`config.mk`:
```
export PLATFORM = sky130hd
export DESIGN_NAME = branch_predict_ctrl
export DESIGN_NICKNAME = d
export VERILOG_FILES = /design/src/rtl/bp_pkg.sv /design/src/rtl/bp_update_fifo.sv /design/src/rtl/branch_predict_ctrl.sv
export SDC_FILE = /design/constraint.sdc
export NUM_CORES = 1
export LEC_CHECK = 0
export BUFFER_PORTS_ARGS = -buffer_cell sky130_fd_sc_hd__buf_4
export CORE_MARGIN = 4
export CORE_UTILIZATION = 30
export DETAILED_ROUTE_END_ITERATION = 10
export PLACE_DENSITY = 0.57
export SLEW_MARGIN = 10
export SYNTH_ARGS = -nofsm -noshare
export SYNTH_HDL_FRONTEND = slang
export SYNTH_SLANG_ARGS = --single-unit
```
`constraint.sdc`:
```
create_clock -name clk -period 6 [get_ports clk]
set_clock_uncertainty 0.15 [all_clocks]
set_input_delay 0.3 -clock clk [delete_from_list [all_inputs] [get_ports clk]]
set_output_delay 0.3 -clock clk [all_outputs]
set_load 0.01 [all_outputs]
```
`src/rtl/bp_pkg.sv`:
```
// Shared types and counter arithmetic for the branch predictor controller.
package bp_pkg;

  typedef logic [1:0] bp_ctr_t;

  typedef enum logic {S_INIT, S_RUN} bp_state_e;

  localparam bp_ctr_t CTR_MAX = 2'b11;
  localparam bp_ctr_t CTR_MIN = 2'b00;

  function automatic bp_ctr_t bp_sat_next(input bp_ctr_t ctr, input logic taken);
    bp_ctr_t nxt;
    nxt = ctr;
    if (taken && ctr != CTR_MAX)
      nxt = ctr + 2'd1;
    else if (!taken && ctr != CTR_MIN)
      nxt = ctr - 2'd1;
    return nxt;
  endfunction

endpackage

```
`src/rtl/bp_update_fifo.sv`:
```
// Small circular queue of resolved-branch updates ({index, taken}) awaiting a free table cycle.
module bp_update_fifo
  import bp_pkg::*;
#(
  parameter int unsigned DEPTH = 2,
  parameter int unsigned W     = 7
) (
  input  logic         clk,
  input  logic         rst_n,
  input  logic         i_push,
  input  logic [W-1:0] i_data,
  input  logic         i_pop,
  output logic         o_full,
  output logic         o_empty,
  output logic [W-1:0] o_head
);

  localparam int unsigned PW = (DEPTH > 1) ? $clog2(DEPTH) : 1;
  localparam int unsigned CW = $clog2(DEPTH + 1);

  logic [W-1:0]  r_mem [DEPTH];
  logic [PW-1:0] r_wr;
  logic [PW-1:0] r_rd;
  logic [CW-1:0] r_cnt;
  logic          w_push;
  logic          w_pop;

  assign o_full  = (r_cnt == CW'(DEPTH));
  assign o_empty = (r_cnt == '0);
  assign o_head  = r_mem[r_rd];
  assign w_push  = i_push && !o_full;
  assign w_pop   = i_pop && !o_empty;

  always_ff @(posedge clk) begin
    if (w_push)
      r_mem[r_wr] <= i_data;
  end

  always_ff @(posedge clk or negedge rst_n) begin
    if (!rst_n) begin
      r_wr  <= '0;
      r_rd  <= '0;
      r_cnt <= '0;
    end else begin
      if (w_push)
        r_wr <= (r_wr == PW'(DEPTH - 1)) ? '0 : r_wr + 1'b1;
      if (w_pop)
        r_rd <= (r_rd == PW'(DEPTH - 1)) ? '0 : r_rd + 1'b1;
      if (w_push && !w_pop)
        r_cnt <= r_cnt + 1'b1;
      else if (w_pop && !w_push)
        r_cnt <= r_cnt - 1'b1;
    end
  end

endmodule

```
`src/rtl/branch_predict_ctrl.sv`:
```
// 2-bit saturating branch counter table shared by fetch lookups and queued execute updates.
// Optional gshare indexing is enabled by defining GSHARE_EN.
module branch_predict_ctrl
  import bp_pkg::*;
#(
  parameter int unsigned PC_W     = 32,
  parameter int unsigned INDEX_W  = 6,
  parameter bp_ctr_t     INIT_CTR = 2'b11,
  parameter int unsigned UQ_DEPTH = 2
) (
  input  logic            clk,
  input  logic            rst_n,
  input  logic            req_valid,
  input  logic [PC_W-1:0] req_pc,
  output logic            req_ready,
  output logic            pred_valid,
  output logic            pred_taken,
  input  logic            upd_valid,
  input  logic [PC_W-1:0] upd_pc,
  input  logic            upd_taken,
  output logic            upd_ready,
  output logic            init_busy
);

  localparam int unsigned ENTRIES = 1 << INDEX_W;
  localparam int unsigned QW      = INDEX_W + 1;

  bp_state_e          r_state;
  bp_state_e          w_state_nxt;
  logic [INDEX_W-1:0] r_ptr;
  bp_ctr_t            r_table [ENTRIES];
  logic               r_pred_valid;
  logic               r_pred_taken;

  logic [INDEX_W-1:0] w_lidx;
  logic [INDEX_W-1:0] w_uidx;
  logic               w_lookup;
  logic               w_upd_acc;
  logic               w_drain;
  logic               w_fifo_full;
  logic               w_fifo_empty;
  logic [QW-1:0]      w_head;
  logic               w_we;
  logic [INDEX_W-1:0] w_widx;
  bp_ctr_t            w_wdata;
  logic               w_unused_pc;

  assign w_unused_pc = ^{req_pc[PC_W-1:INDEX_W+2], req_pc[1:0],
                         upd_pc[PC_W-1:INDEX_W+2], upd_pc[1:0]};

`ifdef GSHARE_EN
  logic [INDEX_W-1:0] r_ghr;

  // Update index uses the pre-shift history so it matches the lookup that predicted it.
  assign w_lidx = req_pc[INDEX_W+1:2] ^ r_ghr;
  assign w_uidx = upd_pc[INDEX_W+1:2] ^ r_ghr;

  always_ff @(posedge clk or negedge rst_n) begin
    if (!rst_n)
      r_ghr <= '0;
    else if (w_upd_acc)
      r_ghr <= {r_ghr[INDEX_W-2:0], upd_taken};
  end
`else
  assign w_lidx = req_pc[INDEX_W+1:2];
  assign w_uidx = upd_pc[INDEX_W+1:2];
`endif

  assign w_lookup  = req_valid && req_ready;
  assign w_upd_acc = upd_valid && upd_ready;

  bp_update_fifo #(
    .DEPTH (UQ_DEPTH),
    .W     (QW)
  ) u_fifo (
    .clk     (clk),
    .rst_n   (rst_n),
    .i_push  (w_upd_acc),
    .i_data  ({w_uidx, upd_taken}),
    .i_pop   (w_drain),
    .o_full  (w_fifo_full),
    .o_empty (w_fifo_empty),
    .o_head  (w_head)
  );

  always_comb begin
    w_state_nxt = r_state;
    init_busy   = 1'b0;
    req_ready   = 1'b0;
    upd_ready   = 1'b0;
    w_drain     = 1'b0;
    w_we        = 1'b0;
    w_widx      = r_ptr;
    w_wdata     = INIT_CTR;
    case (r_state)
      S_INIT: begin
        init_busy = 1'b1;
        w_we      = 1'b1;
        if (r_ptr == INDEX_W'(ENTRIES - 1))
          w_state_nxt = S_RUN;
      end
      S_RUN: begin
        req_ready = 1'b1;
        upd_ready = !w_fifo_full;
        // Lookup owns the single table port; the queue drains only on otherwise idle cycles.
        w_drain   = !req_valid && !w_fifo_empty;
        w_we      = w_drain;
        w_widx    = w_head[QW-1:1];
        w_wdata   = bp_sat_next(r_table[w_head[QW-1:1]], w_head[0]);
      end
      default: w_state_nxt = S_INIT;
    endcase
  end

  always_ff @(posedge clk or negedge rst_n) begin
    if (!rst_n) begin
      r_state <= S_INIT;
      r_ptr   <= '0;
    end else begin
      r_state <= w_state_nxt;
      if (r_state == S_INIT)
        r_ptr <= r_ptr + 1'b1;
    end
  end

  always_ff @(posedge clk) begin
    if (w_we)
      r_table[w_widx] <= w_wdata;
  end

  always_ff @(posedge clk or negedge rst_n) begin
    if (!rst_n) begin
      r_pred_valid <= 1'b0;
      r_pred_taken <= 1'b0;
    end else begin
      r_pred_valid <= w_lookup;
      if (w_lookup)
        r_pred_taken <= r_table[w_lidx][1];
    end
  end

  assign pred_valid = r_pred_valid;
  assign pred_taken = r_pred_taken;

endmodule

```
# Yosys cells after proc, flatten, opt, wreduce, memory -nomap -nowiden
# Memory sizes are Yosys's and may differ from the RTL's. A register that Yosys moved wholly into a read port is not among the register bits.
# Index checks and enable logic that the tools add are counted.
# Widths: inputs -> output; s select.
# word_totals
register_bits	12
ramBits	142
inputBits	69
out_inout_bits	5
wordCells	57
memories	2
# op_classes
n_addsub	7
eq_ne	3
muxes	19
bitwise_logic	1
reduce_logical	19
# memory_table
name	depth	word_bits	read_ports	rd_ports_with_merged_regs	write_ports	line_no	text
r_table	64	2	2	1	1	branch_predict_ctrl.sv:31	bp_ctr_t r_table [ENTRIES];
u_fifo.r_mem	2	7	1	0	1	bp_update_fifo.sv:21	logic [W-1:0] r_mem [DEPTH];
# op_table
operator	n
$mux 1	12
$mux 2	5
$logic_and 1x1->1	9
$logic_not 1->1	7
$add 6x1->6 const B	1
$eq 6x6->1 const B	1
$mux 6	1
$add 2x1->2 const B	2
$reduce_bool 2->1	2
$sub 2x1->2 const B	2
$add 1x1->1 const B	2
$eq 2x2->1 const B	1
$logic_not 2->1	1
$ne 2x2->1 const B	1
$pmux 1 s2	1
$not 1->1	1

# Logic depth before layout (Yosys ltp)
# depth
ltp_word	9
ltp_mapped	16
mapped_depth_nobuf	13

# Modules after synthesis
# From an unflattened synthesis, not the netlist that was laid out.
# unflattened
hier_cells	451
area_unflattened_um2	7158.1
# by_module_without_submodules
module	instances	cells_each	area_per_inst_um2	seq_area_each_um2
branch_predict_ctrl	1	410	6454.9	4068.9
bp_update_fifo	1	41	703.2	520.5

# Least setup slack after synthesis
# No wires, ideal clock.
# synth_timing
kind	reg2reg
startpoint	register u_fifo.r_rd
endpoint	memory r_table[0][1] in the netlist's numbering (data pin)
setup_ns	0.588
arrival_time_ns	4.589
required_ns	5.262
setup_slack_ns	0.673
stages_incl_launch_ff	16
n_path_buf	3
period_less_slack_ns	5.327
cell_sequence	dfrtp_1 -> buf_4 -> buf_2 -> mux2_2 -> buf_2 -> nand2_1 -> nand3_1 -> o2111ai_1 -> nand4_1 -> o21ai_0 -> nand2_1 -> ha_1 -> nor3_1 -> a21oi_1 -> nand3_1 -> a31oi_1
# synth_between
elab_chain_cells	7
word_cells_on_any_way	12
classes_between	add/sub: 2; eq/ne: 1; mux: 3; reduce/logical: 4; memory: 2
# synth_lines
item	line_no	text
start, declared	bp_update_fifo.sv:23	logic [PW-1:0] r_rd;
start signal, assigned	bp_update_fifo.sv:48	r_rd <= (r_rd == PW'(DEPTH - 1)) ? '0 : r_rd + 1'b1;
$mem_v2 2x7 (*)	n/a	
parallel branches: the longest is 4 deep, another holds $mem_v2 64x2	n/a	
$mux 2 (*)	bp_pkg.sv:14	if (taken && ctr != CTR_MAX)
$mux 2 (*)	branch_predict_ctrl.sv:95	case (r_state)
via w_wdata[1]	branch_predict_ctrl.sv:45	bp_ctr_t w_wdata;
end, declared	branch_predict_ctrl.sv:31	
# Mark *: on every way through the listed nets, which the timed path passes.

# Final worst setup path
# layout_timing
startpoint	register u_fifo.r_rd
endpoint	memory r_table[42][1] in the netlist's numbering (data pin)
# The elaborated chain is that of the path after synthesis.

==> results.json <==
{
  "status": "finished clean",
  "synth_area_leader_cell": "edfxtp_1",
  "routedWlPerCell_microns": 20.6,
  "setup_viol": 0,
  "worstPathRequired_ns": 6.03,
  "ys_async_sr_fraction_pct": 8.39,
  "fp.dieW_microns": 165,
  "hold_viol_final": 0,
  "routed.top_layer": "met5",
  "instances_no_fill": 921,
  "cts_max_level": 4,
  "syn_nets": 617,
  "start_util_pct": 30.4,
  "period_minus_slack_ns": 4.53,
  "clock-root-buffer": "clkbuf_16",
  "core_sq_um": 24200,
  "layout.nets": 658,
  "synth_edf_count": 142,
  "worstMarginPinSlew_ns": 1.08,
  "rows": 57,
  "clockBufferDepth": 2,
  "cp-end-kind": "register",
  "vias": 4803,
  "via_per_inst": 5.21,
  "grt_usage_pct": 14.6,
  "critical_path_arrival_ns": 4.57,
  "grt_pass1_vias": 4928,
  "drive_above_1_share_pct": 17.6,
  "dr.pass1.iters": 5,
  "grt_max_degree": 43,
  "numPortBuffers": 21,
  "worstPathMaxFanout": 40,
  "ys_warn_count": 0,
  "dp_hpwl_microns": 12800,
  "ctsHoldBuffers": 9,
  "synth_area_sq_um": 7350,
  "nFillCells": 2303,
  "clkTransAtPathRegs_ns": 0.06,
  "die-area_sq_um": 27100,
  "drt_wl_total_microns": 18900,
  "numClockSinks": 155,
  "min_period_over_period_pct": 75.6,
  "relSlewSlack_pct": 27.7,
  "netlist_instances": 544,
  "cts_tree": "yes",
  "timing.fmax_ghz": 0.221,
  "ys_seq_elements": 155,
  "place_inst": 881,
  "numCtsBuffers": 17,
  "synth_area_leaders": "edfxtp_1 58%, mux4_2 9.8%, dfrtp_1 4.4%, nor2_1 4.2%, mux2i_1 3.8%",
  "antenna_cells": 0,
  "powerDensity_nw_per_um2": 270,
  "grt_setup_unrepaired": "false",
  "syn2layout_area_growth_pct": 16.5,
  "antenna_found_initial": 1,
  "hold_path_class": "input port to register",
  "synth_top_area_share_pct": 58.0,
  "setup_tns_ns": 0,
  "globalplace.congestion": 0.864,
  "maxCapViolations": 0,
  "finalMaxSlewViolations": 0,
  "wl_met1_microns": 7850,
  "grt_overflow": 0,
  "synthFlopType": "edfxtp_1",
  "vdd_drop_max_mv": 0.190,
  "drtIter0Drc": 418,
  "crit_type": "register to register",
  "cellLeakagePower_nw": 2.64,
  "clkLatencyLatePin_ns": 0.42,
  "start_kind": "register",
  "synth_top_cells_by_count": "142 x edfxtp_1, 83 x nor2_1, 61 x nand2_1",
  "synth.most_common_cell": "edfxtp_1",
  "chipHeight_microns": 165,
  "yosysUniqueCellTypes": 49,
  "dr_wl_met3_microns": 1320,
  "wl_met2_microns": 8990,
  "io_pins": 74,
  "post_cts_buffers": 0,
  "ant_nets": 0,
  "seq_area_sq_um": 4590,
  "seq_area_frac_synth_pct": 62.4,
  "cts_resized": 0,
  "avgSynthCellArea_sq_um": 13.5,
  "grt_pass1_wl_microns": 29100,
  "drcViolationCount": 0,
  "multiInputGateArea_sq_um": 2610
}
layout by cell type, fill, tap and decap left out, drive strengths merged, types with 3 or more instances in the layout:
| cell | synthesis | layout |
|---|---|---|
| a21oi | 17 | 17 |
| a31oi | 6 | 6 |
| and3 | 3 | 3 |
| buf | 14 | 33 |
| bufinv | 0 | 3 |
| clkbuf | 6 | 18 |
| clkinv | 1 | 7 |
| dfrtp | 13 | 13 |
| dlygate4sd3 | 0 | 9 |
| edfxtp | 142 | 142 |
| ha | 4 | 4 |
| inv | 9 | 11 |
| mux2 | 6 | 6 |
| mux2i | 28 | 28 |
| mux4 | 32 | 32 |
| nand2 | 61 | 61 |
| nand2b | 15 | 15 |
| nand3 | 25 | 25 |
| nand4 | 10 | 10 |
| nor2 | 83 | 83 |
| nor2b | 6 | 6 |
| nor3 | 10 | 10 |
| nor3b | 3 | 3 |
| o21ai | 11 | 11 |
| o22ai | 7 | 7 |
| or2 | 3 | 3 |
| xnor2 | 7 | 7 |
| xor2 | 3 | 3 |
sequential cells by signal, summed over array words and instances (netlist names):
signal,count
u_fifo.r_cnt,2
r_state,1
pred_taken,1
r_ptr,6
pred_valid,1
r_table,128
u_fifo.r_wr,1
u_fifo.r_rd,1
u_fifo.r_mem,14
critical path, cell delays in order (launching register included):
cell and delay (ns):
dfrtp_1 0.45, buf_4 0.24, nor3_1 0.60, nor2_1 0.34, o22ai_1 0.22, nor2_1 0.07, o21ai_0 0.37, nor4bb_4 0.44
inv_1 0.08, ha_1 0.22, nor2b_1 0.15, inv_1 0.05, o21ai_0 0.16, a221oi_1 0.11, a31oi_4 0.22, buf_4 0.39
where the power goes:
group          switching, mW  leakage, nW  internal, mW
logic                 0.0459         1.19        0.0368
registers            0.00150         1.17          1.16
clock network          0.413        0.281         0.647
metrics by stage:
| stage | cell area, sq um | setup WS [ns] | utilization [%] | hold WS, ns | total power [mW] |
|---|---|---|---|---|---|
| after detailed placement | 7890 | 1.58 | 32.6 | -0.000838 | 1.27 |
| after floorplan | 7350 | 0.673 | - | -0.146 | 1.24 |
| after global placement | 7890 | 1.63 | 32.6 | -0.00460 | 1.27 |
| after global routing | 8560 | 1.24 | 35.4 | 0.0611 | 2.39 |
| after CTS | 8560 | 1.49 | 35.4 | 0.0520 | 2.33 |
| final | 8560 | 1.47 | 35.4 | 0.0634 | 2.31 |
cells by family after synthesis:
kind of cell	count (synthesis)	synth area share [%]
AOI/OAI and AO/OA	56	4.89
buffers and inverters	30	2.42
muxes	66	14.5
and+or+nand+nor	223	13.9
DFF	155	62.4
xor gates and xnor gates	10	1.19
adders and majority gates	4	0.681
final timing paths:
path | depth (start not counted) | startpoint | endpoint | slack [ns]
worst min-delay path | 3 | upd_valid | u_fifo.r_wr$_DFFE_PN0P_ | 0.06
max in group asynchronous | 2 | rst_n | r_ptr[0]$_DFFE_PN0N_ | 5.44
worst max register to register | 15 | u_fifo.r_rd$_DFFE_PN0P_ | r_table[42][1]$_DFFE_PP_ | 1.47
worst min register to register | 1 | u_fifo.r_wr$_DFFE_PN0P_ | u_fifo.r_wr$_DFFE_PN0P_ | 0.35
worst max-delay path | 15 | u_fifo.r_rd$_DFFE_PN0P_ | r_table[42][1]$_DFFE_PP_ | 1.47
min in group asynchronous | 2 | rst_n | u_fifo.r_wr$_DFFE_PN0P_ | 0.10
routing by layer:
layer  vias up  track usage, %
li1       2146               -
met1      2425            18.2
met2       185            23.2
met3        45            4.37
met4         2            6.99
met5         -               0
final cells by class:
class / instances / share of cell area [%]
clock buffer: 18 / 5.01
sequential: 155 / 53.6
multi-input combinational: 359 / 30.5
tap: 324 / 4.74
timing repair buffer: 42 / 3.95
clock inverter: 13 / 1.75
inverter: 10 / 0.438
Note: power is estimated with default switching activity, not from simulation.
